$ cat config.mk
export PLATFORM = sky130hd
export DESIGN_NAME = pwm_medidor10
export DESIGN_NICKNAME = d
export VERILOG_FILES = /design/src/rtl/pwm_medidor10.sv
export SDC_FILE = /design/constraint.sdc
export NUM_CORES = 1
export LEC_CHECK = 0
export BUFFER_PORTS_ARGS = -buffer_cell sky130_fd_sc_hd__buf_2
export CAP_MARGIN = 5
export CORE_MARGIN = 1
export CORE_UTILIZATION = 38
export CTS_BUF_LIST = sky130_fd_sc_hd__clkbuf_4
export CTS_CLUSTER_DIAMETER = 40
export DETAILED_ROUTE_END_ITERATION = 12
export PLACE_DENSITY = 0.59
export SYNTH_ARGS = -nofsm -noshare
export SYNTH_HDL_FRONTEND = slang
export SYNTH_SLANG_ARGS = --single-unit
export TNS_END_PERCENT = 10
$ cat constraint.sdc
create_clock -name clk -period 5.1 [get_ports clk]
set_clock_uncertainty 0.1 [all_clocks]
set_input_delay 0.255 -clock clk [delete_from_list [all_inputs] [get_ports clk]]
set_output_delay 0.255 -clock clk [all_outputs]
set_load 0.02 [all_outputs]
$ cat src/rtl/pwm_medidor10.sv
// pwm_medidor10: measures high time and period of an asynchronous PWM input in clk cycles.
//   clk       in   system clock, rising edge
//   rst       in   asynchronous active-high reset
//   pwm_in    in   asynchronous PWM waveform
//   duty      out  [9:0] high time of last complete period (1023/0 when input is constant)
//   periodo   out  [9:0] length of last complete period (0 when input is constant)
//   valid     out  one-cycle pulse when duty/periodo update
//   ovf       out  sticky: a measured period exceeded 1023 cycles
//   constante out  high while no rising edge has been seen for 1023 cycles
module pwm_medidor10 (
    input  logic       clk,
    input  logic       rst,
    input  logic       pwm_in,
    output logic [9:0] duty,
    output logic [9:0] periodo,
    output logic       valid,
    output logic       ovf,
    output logic       constante
);
    typedef enum logic [1:0] {ARRANQUE, MIDE, FIJO} state_t;
    state_t     r_state, w_state_nxt;
    logic       r_sync1, r_s, r_prev;
    logic [9:0] r_per, r_alto;
    logic       w_rise, w_fall, w_sat, w_cap, w_fix, w_lvl;
    always_comb begin
        w_rise      = r_s & ~r_prev;
        w_fall      = ~r_s & r_prev;
        w_sat       = (r_per == 10'd1023);
        w_state_nxt = r_state;
        w_cap       = 1'b0;
        w_fix       = 1'b0;
        w_lvl       = 1'b0;
        case (r_state)
            // first edge only arms the measurement; its partial period is thrown away
            ARRANQUE: if (w_rise) w_state_nxt = MIDE;
                      else if (w_sat) begin w_state_nxt = FIJO; w_fix = 1'b1; end
            MIDE:     if (w_rise) w_cap = 1'b1;
                      else if (w_sat) begin w_state_nxt = FIJO; w_fix = 1'b1; end
            // in FIJO a rising edge restarts measuring; only a falling level is reported
            FIJO:     if (w_rise) w_state_nxt = MIDE;
                      else if (w_fall) w_lvl = 1'b1;
            default:  w_state_nxt = ARRANQUE;
        endcase
    end
    always_ff @(posedge clk or posedge rst) begin
        if (rst) r_state <= ARRANQUE;
        else     r_state <= w_state_nxt;
    end
    always_ff @(posedge clk or posedge rst) begin
        if (rst) begin
            r_sync1   <= 1'b0;
            r_s       <= 1'b0;
            r_prev    <= 1'b0;
            r_per     <= 10'd0;
            r_alto    <= 10'd0;
            duty      <= 10'd0;
            periodo   <= 10'd0;
            valid     <= 1'b0;
            ovf       <= 1'b0;
            constante <= 1'b0;
        end else begin
            r_sync1 <= pwm_in;
            r_s     <= r_sync1;
            r_prev  <= r_s;
            // counters restart at 1 so the edge cycle itself belongs to the new period
            r_per   <= w_rise ? 10'd1 : w_sat ? r_per : r_per + 10'd1;
            r_alto  <= w_rise ? 10'd1 : (r_s && r_alto != 10'd1023) ? r_alto + 10'd1 : r_alto;
            valid   <= w_cap | w_fix | w_lvl;
            if (w_cap) begin
                duty    <= r_alto;
                periodo <= r_per;
            end
            if (w_fix) begin
                duty      <= r_s ? 10'd1023 : 10'd0;
                periodo   <= 10'd0;
                constante <= 1'b1;
            end
            if (w_lvl) duty <= 10'd0;
            // timing out before any edge was seen is not an overflow
            if (w_fix && r_state == MIDE) ovf <= 1'b1;
            if (w_rise && r_state == FIJO) constante <= 1'b0;
        end
    end
endmodule

**Word-level counts from Yosys, hierarchy flattened**

Index checks and enable logic that the tools add are counted.

- Logic and storage cells: 61
- Register bits: 48
- Output and inout bits: 23
- Input port bits: 3

- Reduce and logical (&&, ||, !) cells: 10
- Equality and inequality tests: 7
- Mux-type cells: 25
- Bitwise operators: 6
- Add/subtract/negate cells: 2

Operator list:

| cell | number |
|---|---|
| 10-bit 2-to-1 mux | 10 |
| 10-bit by 1-bit adder with 10-bit output (second input constant) | 2 |
| 10-bit equality test (second input constant) | 1 |
| 1-bit 2-to-1 mux | 10 |
| 10-bit inequality test (second input constant) | 1 |
| 2-bit 2-to-1 mux | 4 |
| 2-bit inequality test (second input constant) | 3 |
| 2-bit case mux with 3 select lines | 1 |
| 2-bit nonzero test | 3 |
| 1-bit logical AND | 3 |
| 3-bit nonzero test | 1 |
| 1-bit bitwise AND | 2 |
| 2-bit by 1-bit equality test with 1-bit output (second input constant) | 1 |
| 2-bit equality test (second input constant) | 1 |
| 2-bit zero test | 1 |
| 1-bit NOT | 2 |
| 1-bit OR | 2 |
| 2-bit AND reduction | 1 |
| 2-bit OR reduction | 1 |

**Logic depth before layout (Yosys ltp)**

Gate-level depths: netlist (run 1).

- Word-level depth: 7
- Gate-level depth with buffers: 7
- Depth with buffers taken out: 5

**Least setup slack after synthesis (run 1)**

Ideal clock, no wire load.

- Kind: flip-flop to flip-flop
- From: register r_per[0]
- To: register periodo[0]
- Period minus slack after synthesis: 1.733 ns
- Arrival: 1.514 ns
- Stages on the path, launching flop included: 7
- Setup slack: 3.367 ns
- Path through: dfrtp_1 -> ha_1 -> nand4_2 -> nor3_4 -> and2_1 -> buf_6 -> a21oi_2

- Word-level cells in the longest chain between the ends: 5
- Elaborated cells on any way between the ends: 7
- Classes of those cells: 1 x eq/ne; 5 x mux; 1 x reduce/logical

RTL lines:

| what | RTL line | RTL |
|---|---|---|
| start, declared | 23 | `logic [9:0] r_per, r_alto;` |
| start signal, assigned | 66 | `r_per <= w_rise ? 10'd1 : w_sat ? r_per : r_per + 10'd1;` |
| 10-bit equality test | 28 | `w_sat = (r_per == 10'd1023);` |
| 1-bit 2-to-1 mux | 36, 38 |  |
| 1-bit 2-to-1 mux | 35 | `ARRANQUE: if (w_rise) w_state_nxt = MIDE;` |
| 1-bit 2-to-1 mux | - |  |
| 10-bit 2-to-1 mux or 2-bit nonzero test (tied branches) | - |  |
| end signal, assigned | 71 | `periodo <= r_per;` |
| end, declared | 15 | `output logic [9:0] periodo,` |

Parallel ways exist; a longest one is shown, timed or not. The select of a mux whose other input is x is not followed.
A chain may end at the register's enable or synchronous reset.

**Final worst setup path (run 1)**

- From: register r_s
- To: register ovf

- Word-level cells in the longest chain between the ends: 4

RTL lines:

| what | RTL line | RTL |
|---|---|---|
| start, declared | 22 | `logic r_sync1, r_s, r_prev;` |
| start signal, assigned | 63 | `r_s <= r_sync1;` |
| 1-bit bitwise AND | 26 | `w_rise = r_s & ~r_prev;` |
| 1-bit 2-to-1 mux | 35 |  |
| 1-bit 2-to-1 mux | - |  |
| 1-bit logical AND | 80 | `if (w_fix && r_state == MIDE) ovf <= 1'b1;` |
| end signal, assigned | 59 | `ovf <= 1'b0;` |
| end signal, assigned | 80 |  |
| end, declared | 17 | `output logic ovf,` |

Every way passes these cells.

==> impl_summary.txt, run 1 <==
----------------------------------------------------
[Outcome]
  Outcome ... finished with violations
  Failing checks ... hold timing

[Setup path]
  Worst flop-to-flop path endpoint ... ovf
  Worst reg-to-reg path cell count ... 4
  Setup slack, reg-to-reg ... 2350 ps
  Maximum fanout encountered on the critical timing path ... 15
  Required time reported for the critical path endpoint ... 5260 ps
  Critical Path Start Type ... register
  Critical path destination ... ovf
  Timing startpoint of the critical path ... r_s
  Data arrival time of the critical path ... 2910 ps
  Critical-path cell with the highest stage delay ... nor2b_1
  Nature of the critical path endpoint ... register
  Launch instance of the worst register-to-register path ... r_s
  Max incr delay on CP ... 830 ps
  Cell-by-cell trace of the critical path ... nor2b_1, nor2_1, and2_1, a21o_1
  Critical path start-end classification ... reg2reg

[Floorplan]
  Total I/O pin count ... 26
  Core Footprint ... 5680 um^2
  Row count ... 27
  Die Footprint ... 6370 um^2
  Die Ht ... 79.8 um
  Chip width ... 79.8 um
  Initial cell density of the core ... 40.5%

[Logic synthesis]
  Leading area contributor after synthesis ... dfrtp_1
  Flip-flop and latch count after synthesis ... 48
  Number of distinct standard cells referenced by the synthesized netlist ... 43
  Ys flop type ... dfrtp_1
  FFs w/ async S/R, synth ... 100%
  Portion of the post-synthesis area used by sequential elements ... 52.2%
  Number of flops mapped to enable cells by yosys ... 0
  Number of warning messages in the yosys log ... 0
  Mean instance size in the synthesized netlist ... 10.5 um^2
  Synth top area cells ... dfrtp_1, nand2_1, a21oi_2
  Count of mapped cells out of synthesis ... 220
  Portion of synthesized cell area occupied by the leading cell type ... 52.2%
  Total nets after synthesis ... 225
  Area of the mapped netlist ... 2300 um^2

[Power and ir drop]
  Clk pwr share ... 21.5%
  Power share of the sequential group ... 58.7%
  Combinational cell fraction of total power ... 19.8%
  Pleak ... 1.17 nW
  P_sw ... 0.269 mW
  Sum of internal, switching and leakage power ... 0.812 mW
  Peak ir drop on the vdd network ... 0.155 mV
  Share of total power consumed by net switching ... 33.2%
  Power density relative to cell area ... 322 nW/um^2
  Internal cell power ... 0.542 mW

[Finish]
  Post-Layout Cell Count ... 316
  Share of cells above drive strength 1 ... 20.5%
  Multi-input combinational cell area ... 1020 um^2
  Synthesis-to-finish area growth ... 9.63%
  Net count of the finished layout ... 248
  Final antenna diode count ... 0
  Finished Cell Area ... 2520 um^2
  Filler cells ... 566
  Sequential standard cell area ... 1200 um^2
  Utilization after layout ... 44.4%

[Route]
  Drt initial violations ... 106
  Average detailed-routed wire length per instance ... 14.4 um
  Vias per cell ... 5.29
  WL final ... 4550 um
  Number of iterations in the first detailed-routing pass ... 4
  Via count ... 1671
  Final ANT Viol Nets ... 0
  DRC errors left ... 0

[STA]
  Hold slack ... -12.8 ps
  Final number of hold-violating endpoints ... 28
  Final clock period utilization by the worst path ... 54.0%
  Period minus WS final ... 2750 ps
  Least-Margin Pin Slew ... 975 ps
  Peak Freq ... 363 MHz
  Setup repair after global routing missed its margin ... no
  Worst slew margin relative to its limit ... 34.9%
  Pins Over Slew Limit ... 0
  Final setup TNS ... 0 ps
  Min setup slack post-route ... 2350 ps
  Final setup violating endpoints ... 0

[Placement]
  Worst setup slack before clock tree synthesis ... 2340 ps
  DP Wirelength ... 3170 um
  Total cell area at the placement stage ... 2460 um^2
  Count of buffers inserted at the top-level ports ... 25
  Number of placed instances, taps included ... 307
  Final estimated routing congestion in global placement ... 0.814

[Flow run]
  Max Cap Viol ... 0

[Clocking]
  Sinks on the clock net ... 48
  Post-CTS setup buffer count ... 0
  Longest Clk Path Bufs ... 2
  Buffer cell driving the clock tree root ... clkbuf_4
  Cts bufs inserted ... 5
  Insertion delay of the later-clocked pin in the worst-skew pair ... 370 ps
  Clock-pin slew reported for the worst setup and hold paths after clock tree synthesis ... 140 ps
  CTS tree ... built
  Count of H-tree levels built during CTS ... 2

[Global route]
  Gr ovfl total ... 0
  Number of global-route vias before repair ... 1551
  Initial antenna violation count ... 0
  Global-route wire length before repair ... 7600 um
  Gr usage total ... 15.7%
  Largest net degree at the start of global routing ... 49

[Min path]
  Worst min-delay path category ... in2async

----------------------------------------------------
[worst min-delay path by stage]
stage | to | slack (ps)
floorplan | r_sync1 | 190
global placement | r_s | 240
detailed placement | r_s | 240
CTS | periodo[5] | 40
global route | periodo[5] | 70
finish | duty[1] | -10
[worst max-delay path: cells and delay by family (launching register included)]
family	cells	cell delay (ps)
flops	1	600
simple gates	3	1700
compound gates	1	250
[layout make-up]
cell class	instances	share of cell area [%]
repair buffers	27	5.66
inverters	4	0.596
multi-input cells	157	40.3
clock buffers	5	1.49
well taps	72	3.57
flip-flops and latches	48	47.6
clock inverters	3	0.695
[kinds of logic (layout without fill, tap and decap cells)]
group                      Yosys count  in the layout  synth area share (%)
and+or+nand+nor                     80             80                  17.8
AOI/OAI and AO/OA                   62             62                  20.1
DFF                                 48             48                  52.2
buffers and inverters               15             39                  3.54
xor gates and xnor gates             8              8                  3.05
muxes                                5              5                  2.18
adders and majority gates            2              2                  1.09
[power by group through the flow]
stage	registers (mW)	clock network [mW]	logic (mW)
global route	0.483	0.197	0.181
CTS	0.476	0.182	0.163
global placement	0.483	0	0.160
finish	0.476	0.175	0.160
floorplan	0.499	0	0.0941
detailed placement	0.483	0	0.161
[routing by layer]
metal,track usage (%),part of all wire (%),wire length [um],vias to the layer above
li1,-,-,-,830
met1,23.5,54,2440,795
met2,22.5,42,1900,41
met3,3.77,3.6,162,5
met4,4.29,1.2,55,0
met5,0,0,0,-
[layout by cell type, fill, tap and decap left out, types with 3 or more instances in the layout]
cell       netlist  final
dfrtp_1         48     48
nand2b_1         5      5
o31ai_1          4      4
nand3_1          4      4
mux2i_1          5      5
clkbuf_4         0      5
xor2_1           7      7
a21oi_1         16     16
a21oi_2         10     10
inv_1            4      3
nand2_1         35     35
and3_1           5      5
nor2_1          16     16
o2bb2ai_1       10     10
a31oi_1          5      5
buf_2            5     25
o21ai_0          6      6
[sequential cells by signal, summed over array words and instances (netlist names), 2 cells and up]
name,cells
duty,10
r_state,2
periodo,10
r_per,10
r_alto,10
[synth_stat cells, drive strengths merged, types with 2 or more instances]
library cell / number
dfrtp: 48
nand2: 35
a21oi: 26
nor2: 16
o2bb2ai: 10
buf: 8
xor2: 7
o21ai: 6
a31oi: 5
and3: 5
mux2i: 5
nand2b: 5
nand3: 5
inv: 4
o31ai: 4
clkbuf: 3
nand4: 3
and2: 2
and4: 2
ha: 2
nor3: 2
o211ai: 2
[repair_timing]
item | in CTS | in global routing
resized for setup | 0 | 0
hold buffers | 1 | 0
hold endpoints to repair | 1 | 0
No activity file was read; power rests on OpenSTA's default activity.
==> run 2: changes to the inputs <==
--- a/config.mk
+++ b/config.mk
@@ -12,7 +12,7 @@
 export CTS_BUF_LIST = sky130_fd_sc_hd__clkbuf_4
 export CTS_CLUSTER_DIAMETER = 40
 export DETAILED_ROUTE_END_ITERATION = 12
-export PLACE_DENSITY = 0.59
+export PLACE_DENSITY = 0.61
 export SYNTH_ARGS = -nofsm -noshare
 export SYNTH_HDL_FRONTEND = slang
 export SYNTH_SLANG_ARGS = --single-unit
==> constraint.sdc (replaced) <==
create_clock -name clk -period 2.3 [get_ports clk]
set_clock_uncertainty 0.1 [all_clocks]
set_input_delay 0.115 -clock clk [delete_from_list [all_inputs] [get_ports clk]]
set_output_delay 0.115 -clock clk [all_outputs]
set_load 0.02 [all_outputs]
==> impl_summary.txt, run 2 (synthesis gave the netlist of run 1 again) <==
----------------------------------------------------
[Placement]
  Total cell area at the placement stage ... 2530 um^2
  Final estimated routing congestion in global placement ... 0.803
  Count of buffers inserted at the top-level ports ... 25
  Number of placed instances, taps included ... 317
  Worst setup slack before clock tree synthesis ... -21.0 ps
  DP Wirelength ... 3380 um

[Setup path]
  CP delay by family, top ... simple AND/OR/NAND/NOR gates
  Data arrival time of the critical path ... 2190 ps
  Most Frequent Cell on Critical Path ... buf_4
  Max incr delay on CP ... 420 ps
  Setup slack, reg-to-reg ... 310 ps
  Required time reported for the critical path endpoint ... 2500 ps
  Critical path start-end classification ... reg2reg
  Critical-path cell with the highest stage delay ... dfrtp_1
  Launch instance of the worst register-to-register path ... r_per[0]
  Worst reg-to-reg path cell count ... 7
  Maximum fanout encountered on the critical timing path ... 11
  WP buf/inv ... 2
  Cell-by-cell trace of the critical path ... ha_1, nand4_2, buf_4, nor3_4, and2_1, buf_4, a21o_1
  Nature of the critical path endpoint ... register
  Critical Path Start Type ... register
  Worst flop-to-flop path endpoint ... ovf

[Global route]
  Gr ovfl total ... 0
  Gr usage total ... 17.5%
  Number of global-route vias before repair ... 1676
  Largest net degree at the start of global routing ... 22
  Initial antenna violation count ... 0
  Global-route wire length before repair ... 8530 um

[STA]
  Final number of hold-violating endpoints ... 0
  Peak Freq ... 502 MHz
  Pins Over Slew Limit ... 0
  Least-Margin Pin Slew ... 756 ps
  Worst slew margin relative to its limit ... 49.4%
  Final setup violating endpoints ... 0
  Period minus WS final ... 1990 ps
  Setup repair after global routing missed its margin ... no
  Final clock period utilization by the worst path ... 86.5%
  Min setup slack post-route ... 309 ps

[Power and ir drop]
  Power share of the sequential group ... 52.4%
  Power density relative to cell area ... 762 nW/um^2
  Peak ir drop on the vdd network ... 0.346 mV
  Internal cell power ... 1.43 mW
  Pleak ... 1.24 nW
  P_sw ... 0.595 mW
  Combinational cell fraction of total power ... 18.2%
  Clk pwr share ... 29.4%
  Share of total power consumed by net switching ... 29.5%

[Floorplan]
  Initial cell density of the core ... 40.5%
  Total I/O pin count ... 26
  Row count ... 27
  Die Footprint ... 6370 um^2
  Core Footprint ... 5680 um^2
  Die Ht ... 79.8 um
  Chip width ... 79.8 um

[Clocking]
  Buffer cell driving the clock tree root ... clkbuf_4
  Sinks on the clock net ... 48
  Longest Clk Path Bufs ... 2
  Post-CTS setup buffer count ... 0
  Count of H-tree levels built during CTS ... 2
  Insertion delay of the later-clocked pin in the worst-skew pair ... 360 ps
  CTS tree ... built
  Clock-pin slew reported for the worst setup and hold paths after clock tree synthesis ... 140 ps
  Cts bufs inserted ... 5

[Finish]
  Synthesis-to-finish area growth ... 15.4%
  Post-Layout Cell Count ... 326
  Net count of the finished layout ... 259
  Top library cells by usage in the layout, fill and taps aside ... dfrtp_1, nand2_1, buf_2
  Finished Cell Area ... 2650 um^2
  Final antenna diode count ... 0
  Share of cells above drive strength 1 ... 24.0%
  Leading cell type in the layout, fill and taps excluded ... dfrtp_1
  Utilization after layout ... 46.8%

[Route]
  Vias per cell ... 5.40
  Number of iterations in the first detailed-routing pass ... 4
  WL final ... 4800 um
  DRC errors left ... 0
  Via count ... 1761
  Drt initial violations ... 140
  Final ANT Viol Nets ... 0
  Average detailed-routed wire length per instance ... 14.7 um

[Min path]
  Worst min-delay path category ... in2async

[Flow run]
  Max Cap Viol ... 0

[Outcome]
  Outcome ... completed

----------------------------------------------------
## run 2: worst max-delay path by stage
stage	startpoint	end	slack [ps]	cells after the start
after floorplan	r_per[0]	periodo[0]	570	6
after global placement	r_per[0]	duty[8]	90	5
after detailed placement	r_per[0]	valid	-20	5
after CTS	r_per[0]	ovf	290	7
after global routing	r_per[0]	constante	150	7
final	r_per[0]	ovf	310	7
## run 2: cell type report
class | instances | area, um^2
sequential | 48 | 1200
inverter | 4 | 15.0
multi-input combinational | 157 | 1020
clock inverter | 2 | 60.1
tap | 72 | 90.1
fill | 566 | 3020
clock buffer | 5 | 37.5
timing repair buffer | 38 | 228
## run 2: timing repair
action,CTS,global route
endpoints found under the setup margin,11,0
endpoints found under the hold margin,20,0
gates resized for setup,1,0
hold buffers,2,0
## run 2: routing by layer
metal	routed length [um]	up-vias	global-route usage, %
met4	54	0	4.82
met3	310	7	4.46
met1	2430	835	26.3
met2	2000	64	24.8
li1	-	855	-
met5	0	-	0
## run 2: through the flow
| step | hold WS (ps) | TNS, ps | power (mW) |
|---|---|---|---|
| floorplan | 46.4 | 0 | 1.32 |
| global placement | 36.9 | 0 | 1.43 |
| detailed placement | 37.1 | -99.3 | 1.44 |
| CTS | 165 | 0 | 2.05 |
| global route | 215 | 0 | 2.14 |
| finish | 173 | 0 | 2.02 |
## run 2: power by group through the flow
stage	clock [mW]	combinational (mW)	sequential [mW]
after global placement	0	0.365	1.07
final	0.595	0.367	1.06
after CTS	0.618	0.374	1.06
after detailed placement	0	0.369	1.07
after global routing	0.653	0.410	1.07
after floorplan	0	0.209	1.11
## run 2: tightest hold or removal path: cells and delay by family
kind,cells,cell delay [ps]
buffers and inverters,3,960
==> run 3: changes to the inputs <==
--- a/config.mk
+++ b/config.mk
@@ -5,6 +5,8 @@
 export SDC_FILE = /design/constraint.sdc
 export NUM_CORES = 1
 export LEC_CHECK = 0
+export ABC_AREA = 1
+export ABC_CLOCK_PERIOD_IN_PS = 2300
 export BUFFER_PORTS_ARGS = -buffer_cell sky130_fd_sc_hd__buf_2
 export CAP_MARGIN = 5
 export CORE_MARGIN = 1
==> impl_summary.txt, run 3 <==
----------------------------------------------------
[Logic synthesis]
  Leading area contributor after synthesis ... dfrtp_1
  Area of the mapped netlist ... 2320 um^2
  Top cells by count, synth ... nand2_1, dfrtp_1, nand3_1
  Simple logic cell fraction of the synthesized area ... 30.6%
  Number of warning messages in the yosys log ... 0
  Xor and xnor fraction of the mapped netlist area ... 1.13%
  Total nets after synthesis ... 280
  Flip-flop and latch count after synthesis ... 48
  Count of mapped cells out of synthesis ... 275
  Synth top area cells ... dfrtp_1, nand2_1, nand3_1
  Portion of the post-synthesis area used by sequential elements ... 51.7%
  Number of distinct standard cells referenced by the synthesized netlist ... 27
  Number of flops mapped to enable cells by yosys ... 0
  FFs w/ async S/R, synth ... 100%
  Most numerous cell in the Yosys netlist ... nand2_1
  Portion of synthesized cell area occupied by the leading cell type ... 51.7%
  Mean instance size in the synthesized netlist ... 8.44 um^2
  Dominant combinational cell family by area after synthesis ... simple AND/OR/NAND/NOR gates
  Post-synthesis compound-gate area fraction ... 8.14%
  Ys flop type ... dfrtp_1
  Mux share of post-synthesis cell area ... 0%
  Fraction of the mapped netlist area in adder cells ... 1.08%

[Placement]
  Count of buffers inserted at the top-level ports ... 25
  Final estimated routing congestion in global placement ... 0.843
  DP Wirelength ... 3560 um

[STA]
  Final clock period utilization by the worst path ... 81.1%
  Period minus WS final ... 1860 ps
  Least-Margin Pin Slew ... 465 ps
  Setup repair after global routing missed its margin ... no
  Worst slew margin relative to its limit ... 68.9%
  Peak Freq ... 536 MHz
  Final setup violating endpoints ... 0
  Final number of hold-violating endpoints ... 0
  Hold slack ... 177 ps
  Pins Over Slew Limit ... 0
  Final setup TNS ... 0 ps

[Floorplan]
  Row count ... 28
  Die Ht ... 80.2 um
  Die Footprint ... 6430 um^2
  Initial cell density of the core ... 39.2%
  Total I/O pin count ... 26
  Chip width ... 80.2 um
  Core Footprint ... 5920 um^2

[Flow run]
  Max Cap Viol ... 0

[Setup path]
  Critical path start-end classification ... reg2reg
  Nature of the critical path endpoint ... register
  Data arrival time of the critical path ... 2010 ps
  Cell-by-cell trace of the critical path ... ha_1, nand2_2, nor3_4, nand4_4, buf_4, nand3_1, o21ai_0
  Max incr delay on CP ... 430 ps
  CP delay by family, top ... simple AND/OR/NAND/NOR gates
  Setup slack, reg-to-reg ... 440 ps
  Worst reg-to-reg path cell count ... 7
  Critical Path Start Type ... register
  Required time reported for the critical path endpoint ... 2450 ps
  Levels on crit path ... 7
  Maximum fanout encountered on the critical timing path ... 22
  Critical-path cell with the highest stage delay ... dfrtp_1
  WP buf/inv ... 1

[Power and ir drop]
  Sum of internal, switching and leakage power ... 1.75 mW
  Pleak ... 1.34 nW
  Peak ir drop on the vdd network ... 0.377 mV
  Power density relative to cell area ... 676 nW/um^2

[Finish]
  Filler cells ... 604
  Share of cells above drive strength 1 ... 16.8%
  Leading cell type in the layout, fill and taps excluded ... nand2_1
  Final antenna diode count ... 0
  Utilization after layout ... 43.8%
  Net count of the finished layout ... 309
  Top library cells by usage in the layout, fill and taps aside ... nand2_1, dfrtp_1, nand3_1
  Synthesis-to-finish area growth ... 11.7%

[Route]
  DRC errors left ... 1
  Via count ... 1880
  Vias per cell ... 4.96
  WL final ... 4860 um
  Number of iterations in the first detailed-routing pass ... 9
  Average detailed-routed wire length per instance ... 12.8 um
  Drt initial violations ... 104
  Final ANT Viol Nets ... 0

[Global route]
  Gr usage total ... 16.7%
  Initial antenna violation count ... 0
  Global routing met2 resource utilization ... 24.7%
  Global-route wire length before repair ... 8260 um
  Largest net degree at the start of global routing ... 23
  Number of global-route vias before repair ... 1792
  Global routing usage on met1 ... 24.4%
  Gr ovfl total ... 0
  Grt met3 use ... 3.07%
  GRT busiest layer ... met2

[Clocking]
  Cts bufs inserted ... 5
  Count of H-tree levels built during CTS ... 2
  Insertion delay of the later-clocked pin in the worst-skew pair ... 360 ps
  Buffer cell driving the clock tree root ... clkbuf_4
  Longest Clk Path Bufs ... 2
  Clock-pin slew reported for the worst setup and hold paths after clock tree synthesis ... 140 ps
  Sinks on the clock net ... 48
  CTS tree ... built

[Min path]
  Worst min-delay path category ... in2async

[Outcome]
  Outcome ... finished with violations
  Failing checks ... DRC

----------------------------------------------------
run 3: changes by cell type after synthesis, moves of 11 or more:
| cell | before | now |
|---|---|---|
| nand3_1 | 4 | 31 |
| nand2_1 | 35 | 61 |
| o21ai_0 | 6 | 25 |
| a21oi_1 | 16 | 5 |
| nand4_1 | 1 | 12 |
| inv_1 | 4 | 29 |
run 3: repair_timing:
item	in CTS	in global routing
hold endpoints to repair	19	0
gates resized for setup	0	0
setup buffers	0	0
hold buffers	2	0
run 3: cell type report:
class / count / area (um^2) / area share (%)
sequential: 48 / 1200 / 46.3
clock buffer: 6 / 45.0 / 1.74
timing repair buffer: 32 / 183 / 7.04
inverter: 31 / 116 / 4.48
tap: 75 / 93.8 / 3.62
multi-input combinational: 186 / 951 / 36.6
clock inverter: 1 / 5.00 / 0.193
run 3: cells by family after synthesis:
kind of cell / after synthesis
adder cells (fa/ha/maj): 2
flip-flops: 48
AO/OA/AOI/OAI: 35
AND/OR/NAND/NOR: 146
buffers and inverters: 41
XOR/XNOR: 3
run 3: where the power goes:
group	internal [mW]	leakage, nW	switching [mW]
combinational	0.116	0.669	0.243
clock	0.125	0.0315	0.255
sequential	0.938	0.639	0.0779
run 3: tightest hold or removal path, stage by stage:
cell and delay, ps:
dlygate4sd3_1 540, buf_2 120, inv_2 300
run 3: stage by stage:
stage | instances | cell area, um^2 | setup slack, ps
floorplan | 275 | 2320 | 728
global placement | 370 | 2520 | 514
detailed placement | 370 | 2520 | 460
CTS | 379 | 2590 | 437
global route | 379 | 2590 | 257
finish | 379 | 2590 | 435
run 3: path summary, 6_finish.rpt:
path                                from         end
worst max register to register  r_per[0]  periodo[4]
worst min register to register   r_sync1         r_s
worst max-delay path            r_per[0]  periodo[4]
max in group asynchronous            rst   r_alto[8]
min in group clk                 r_sync1         r_s
worst min-delay path                 rst   constante
run 3: metal layers:
layer | up-vias | share of wire, %
li1 | 965 | -
met1 | 874 | 54
met2 | 36 | 41
met3 | 5 | 3.0
met4 | 0 | 1.3
met5 | - | 0
